File: config.mk
export PLATFORM = sky130hd
export DESIGN_NAME = imem_boot_loader
export DESIGN_NICKNAME = d
export VERILOG_FILES = /design/src/rtl/soc_boot_defs.sv /design/src/rtl/imem_byte_packer.sv /design/src/rtl/imem_boot_loader.sv
export SDC_FILE = /design/constraint.sdc
export NUM_CORES = 1
export LEC_CHECK = 0
export ABC_AREA = 1
export BUFFER_PORTS_ARGS = -buffer_cell sky130_fd_sc_hd__buf_2
export CORE_MARGIN = 4
export CORE_UTILIZATION = 56
export DETAILED_ROUTE_END_ITERATION = 8
export MAX_ROUTING_LAYER = met4
export PLACE_DENSITY = 0.8
export RECOVER_POWER = 25
export SLEW_MARGIN = 20
export SYNTH_ARGS = -nofsm -noshare
export SYNTH_HDL_FRONTEND = slang
export SYNTH_SLANG_ARGS = --single-unit
File: constraint.sdc
create_clock -name clk -period 2.2 [get_ports clk]
set_clock_uncertainty 0.05 [all_clocks]
set_input_delay 0 -clock clk [delete_from_list [all_inputs] [get_ports clk]]
set_output_delay 0 -clock clk [all_outputs]
set_load 0.005 [all_outputs]
File: src/rtl/soc_boot_defs.sv
// soc_boot_defs: shared loader state encodings and frame-format constants
package soc_boot_defs;
  typedef enum logic [2:0] {RUN, WAIT_SYNC, LEN_LO, LEN_HI, DATA, CSUM, ERR} state_t;
  localparam logic [7:0] DEF_SYNC_BYTE = 8'hA5;
  localparam int LEN_BYTES = 2;
  localparam int BYTES_PER_WORD = 4;
endpackage

File: src/rtl/imem_byte_packer.sv
// imem_byte_packer: packs a byte stream little-endian into words with a one-cycle word_valid
module imem_byte_packer
  import soc_boot_defs::*;
#(
  parameter int DATA_WIDTH = 32
) (
  input  logic                  clk,
  input  logic                  rst_n,
  input  logic                  clr,
  input  logic                  byte_valid,
  input  logic [7:0]            byte_in,
  output logic                  last_byte,
  output logic [DATA_WIDTH-1:0] word,
  output logic                  word_valid
);
  logic [1:0] cnt;
  assign last_byte = cnt == 2'(BYTES_PER_WORD - 1);
  always_ff @(posedge clk) begin
    if (!rst_n) begin
      cnt <= '0;
      word <= '0;
      word_valid <= 1'b0;
    end else begin
      word_valid <= byte_valid && last_byte && !clr;
      cnt <= clr ? 2'd0 : byte_valid ? cnt + 2'd1 : cnt;
      if (byte_valid) word <= {byte_in, word[DATA_WIDTH-1:8]};
    end
  end
endmodule

File: src/rtl/imem_boot_loader.sv
// imem_boot_loader: loads a framed UART program image into instruction memory while holding the CPU
module imem_boot_loader
  import soc_boot_defs::*;
#(
  parameter int         DATA_WIDTH    = 32,
  parameter int         ADDR_WIDTH    = 13,
  parameter int         WORD_NUM      = (2**ADDR_WIDTH)/4,
  parameter logic [7:0] SYNC_BYTE     = DEF_SYNC_BYTE,
  parameter int         TIMEOUT_CYC   = 1000000,
  parameter bit         BOOT_ON_RESET = 1'b1
) (
  input  logic                  clk,
  input  logic                  rst_n,
  input  logic                  boot_req,
  input  logic                  rx_valid,
  input  logic [7:0]            rx_data,
  input  logic [ADDR_WIDTH-1:0] cpu_addr,
  output logic [ADDR_WIDTH-1:0] mem_addr,
  output logic                  mem_we,
  output logic [DATA_WIDTH-1:0] mem_wdata,
  output logic                  cpu_hold,
  output logic                  busy,
  output logic                  done,
  output logic                  err,
  output logic [ADDR_WIDTH-2:0] words_loaded
);
  localparam int TW = $clog2(TIMEOUT_CYC + 1);
  state_t state, nxt;
  logic [7:0] len_lo, csum;
  logic [15:0] total, len;
  logic [TW-1:0] tcnt;
  logic last_byte, sync_hit, timeout;
  assign len = {rx_data, len_lo};
  assign busy = state inside {LEN_LO, LEN_HI, DATA, CSUM};
  assign sync_hit = (state == WAIT_SYNC || state == ERR) && rx_valid && rx_data == SYNC_BYTE;
  assign timeout = busy && !rx_valid && tcnt == TW'(TIMEOUT_CYC - 1);
  assign mem_addr = state == RUN ? cpu_addr : {words_loaded[ADDR_WIDTH-3:0], 2'b00};
  imem_byte_packer #(.DATA_WIDTH(DATA_WIDTH)) u_packer (
    .clk        (clk),
    .rst_n      (rst_n),
    .clr        (sync_hit),
    .byte_valid (state == DATA && rx_valid),
    .byte_in    (rx_data),
    .last_byte  (last_byte),
    .word       (mem_wdata),
    .word_valid (mem_we)
  );
  always_comb begin
    nxt = state;
    case (state)
      RUN:            nxt = boot_req ? WAIT_SYNC : RUN;
      WAIT_SYNC, ERR: nxt = sync_hit ? LEN_LO : state;
      LEN_LO:         nxt = rx_valid ? LEN_HI : LEN_LO;
      LEN_HI:         nxt = !rx_valid ? LEN_HI : len > 16'(WORD_NUM) ? ERR : len == 16'd0 ? CSUM : DATA;
      DATA:           nxt = rx_valid && last_byte && 16'(words_loaded + 1'b1) == total ? CSUM : DATA;
      CSUM:           nxt = !rx_valid ? CSUM : rx_data == csum ? RUN : ERR;
      default:        nxt = ERR;
    endcase
    if (timeout) nxt = ERR;
  end
  always_ff @(posedge clk) begin
    if (!rst_n) begin
      state <= BOOT_ON_RESET ? WAIT_SYNC : RUN;
      cpu_hold <= BOOT_ON_RESET;
      done <= 1'b0;
      err <= 1'b0;
      words_loaded <= '0;
      len_lo <= '0;
      total <= '0;
      csum <= '0;
      tcnt <= '0;
    end else begin
      state <= nxt;
      cpu_hold <= nxt != RUN;
      tcnt <= busy && !rx_valid ? tcnt + 1'b1 : '0;
      done <= !sync_hit && (done || (state == CSUM && nxt == RUN));
      err <= !sync_hit && (err || nxt == ERR);
      if (state == LEN_LO && rx_valid) len_lo <= rx_data;
      if (state == LEN_HI && rx_valid) total <= len;
      if (sync_hit) csum <= '0;
      else if (state == DATA && rx_valid) csum <= csum ^ rx_data;
      if (sync_hit) words_loaded <= '0;
      else if (mem_we) words_loaded <= words_loaded + 1'b1;
    end
  end
endmodule

==> qor.txt <==
Worst Setup Start Kind = register
Post-CTS Repair Setup Buffers = 0
Vias = 4,754
Maximum vdd drop = 0.541 mV
CP Cell Sequence = nor2_1, nand2_1, mux2_2, buf_2
Pwr/cell area = 619 mW/mm^2
Clk sinks = 105
Hold_buf cts = 10
IO Pins = 87
Syn Area/Cell = 6.91 um^2
Max Fclk = 490 MHz
WP depth = 4
Share of post-route cells with drive strength above 1 = 0.132
Worst-margin pin slew = 0.694 ns
PortBufs = 86
CTS tree = done
Final-stage net count = 832
Clock Tree Buf Depth = 2
Die width = 102 um
Met2 Usage GRT = 0.373
Drt pass-1 iters = 4
Biggest cell delay along the critical path = 0.52 ns
Worst hold stages = 7
Die Y = 102 um
Via density = 5.18
Clk_lat worst skew = 0.37 ns
Initial DRC count = 275
Final core occ = 0.657
Residual DRC = 0
Total grt overflow = 0
Total wire length = 11,700 um
Slew headroom = 0.536
Met3 GRT Util = 0.0389
Bufs and invs on worst path = 1
FF-to-FF path depth = 10
Core box area = 0.00868 mm^2
Initial Util = 0.571
DIE AREA = 0.0104 mm^2
Critical-path cell with the highest stage delay = nand2_1
Post-synth top area share = 0.424
Htree depth = 3
Clock slew at reported path FFs = 0.09 ns
CTS resizes = 0
Met1 usage = 0.304
Endpoints failing setup = 0
Fin cells = 917
Synth top area cells = dfxtp_1, nand2_1, a21oi_1, nor2_1, inv_1
Period utilization = 0.928
Cts bufs inserted = 9
Critical path's top delay family = simple AND/OR/NAND/NOR gates
Synth area leader = dfxtp_1
CP Capture Type = primary output
Global routing's busiest layer = met2
Sequential fraction of the synthesis area = 0.424
Gr usage total = 0.234
Gpl congestion = 0.899
HPWL after DPL = 8390 um
Ant diodes = 0
Per-cell routed wire length = 12.7 um
Synth cell types = 37
#FFs+latches synth = 105
Ys Warns = 0
Slew Viols, Final = 0
Pleak = 2.47 nW
CP Max Fanout = 22
Unrepaired setup endpoints after global routing = no
Global-route wire length before repair = 19,200 um
Worst Hold Class = primary input to register
Root buffer cell = clkbuf_8
Crit path time final = 2.04 ns
Vias in the first global route = 4,335
DP Cell Count = 891
CP arrival = 1.99 ns
Rows = 34
Post-Syn Nets = 746
Routed Antenna Nets = 0
Setup TNS = 0 ns
Final Hold Fails = 0
R2R Setup Slk = 0.23 ns
Status = finished clean
Setup CP Type = register to primary output
Syn-to-layout area delta = 15.0%
Initial antenna violation count = 0
Max cap viols = 0
Mapped Cells = 718
Largest net degree at the start of global routing = 43
Final total power = 3.53 mW
Synthesized cell area = 0.00496 mm^2
Fill count = 793
Required time worst endpoint = 2.15 ns
[layer usage]
metal  up-vias  share of wire
li1       2476              -
met1      2131           0.47
met2       138           0.47
met3         9          0.058
met4         0         0.0083
met5         -              0
[synthesized netlist by cell type (all sizes together)]
cell	count
ha	3
nor4	1
xnor2	6
nand2	183
buf	13
xor2	10
a31oi	4
a21oi	85
or2	3
o21ai	38
nand3b	2
mux2	2
a211oi	3
nand3	39
clkinv	2
or3	1
xnor3	1
clkbuf	12
nor3	15
nand4	10
and3	1
nor3b	3
dfxtp	105
inv	78
nor2	98
[registers in the layout (all words and copies together), names as in the netlist]
| register | flops |
|---|---|
| len_lo | 8 |
| total | 16 |
| csum | 8 |
| done | 1 |
| u_packer.word_valid | 1 |
| err | 1 |
| u_packer.word | 32 |
| u_packer.cnt | 2 |
| tcnt | 20 |
| words_loaded | 12 |
| cpu_hold | 1 |
| state | 3 |
[kinds of logic after synthesis]
logic type,share of synthesized area
DFF,0.424
buffers and inverters,0.0830
adders and majority gates,0.00757
and+or+nand+nor,0.314
xor gates and xnor gates,0.0328
muxes,0.00454
AOI/OAI and AO/OA,0.134
[worst min-delay path: cells and delay by family]
kind / cells / cell delay, ns
buffers and inverters: 1 / 0.09
AND/OR/NAND/NOR: 4 / 0.22
AO/OA/AOI/OAI: 2 / 0.20
[metrics by stage]
step / setup slack (ns) / instance area (um^2) / hold slack [ns]
2_1_floorplan: 0.541 / 4960 / 0.0207
3_3_place_gp: 0.339 / 5440 / 0.226
3_5_place_dp: 0.297 / 5440 / 0.230
4_1_cts: 0.152 / 5730 / 0.114
5_1_grt: 0.0126 / 5700 / 0.159
6_report: 0.159 / 5700 / 0.118
[cell type report]
type                       count  area [um^2]  share of cell area
sequential                   105         2100               0.369
inverter                      80          300              0.0527
timing repair buffer         100          533              0.0935
clock inverter                 6         57.6              0.0101
multi-input combinational    508         2440               0.429
tap                          108          135              0.0237
clock buffer                  10          128              0.0224
[placed cells by master, fill, tap and decap left out, types with 2 or more instances in the layout]
master and n:
a211oi_1 3, a21oi_1 85, a31oi_1 4, buf_2 64
buf_4 4, clkbuf_1 23, clkbuf_8 9, clkinv_1 2
clkinv_4 2, dfxtp_1 105, dlygate4sd3_1 10, ha_1 3
inv_1 74, inv_2 4, inv_6 2, inv_8 2
mux2_2 2, nand2_1 179, nand2_2 3, nand3_1 38
nand3b_1 2, nand4_1 10, nor2_1 90, nor2_2 3
nor2_4 4, nor3_1 12, nor3_2 3, nor3b_1 3
o21ai_0 37, or2_2 2, xnor2_1 6, xor2_1 10
[power by group]
part           internal (mW)  switching [mW]
clock                  0.441           0.707
sequential              1.94          0.0312
combinational          0.160           0.252
[worst paths after layout]
path / start / endpoint
max: state[0] / mem_addr[4]
min: boot_req / state[0]
max reg2reg: state[1] / words_loaded[5]
min reg2reg: tcnt[0] / tcnt[0]
(Power assumes the default switching activity.)
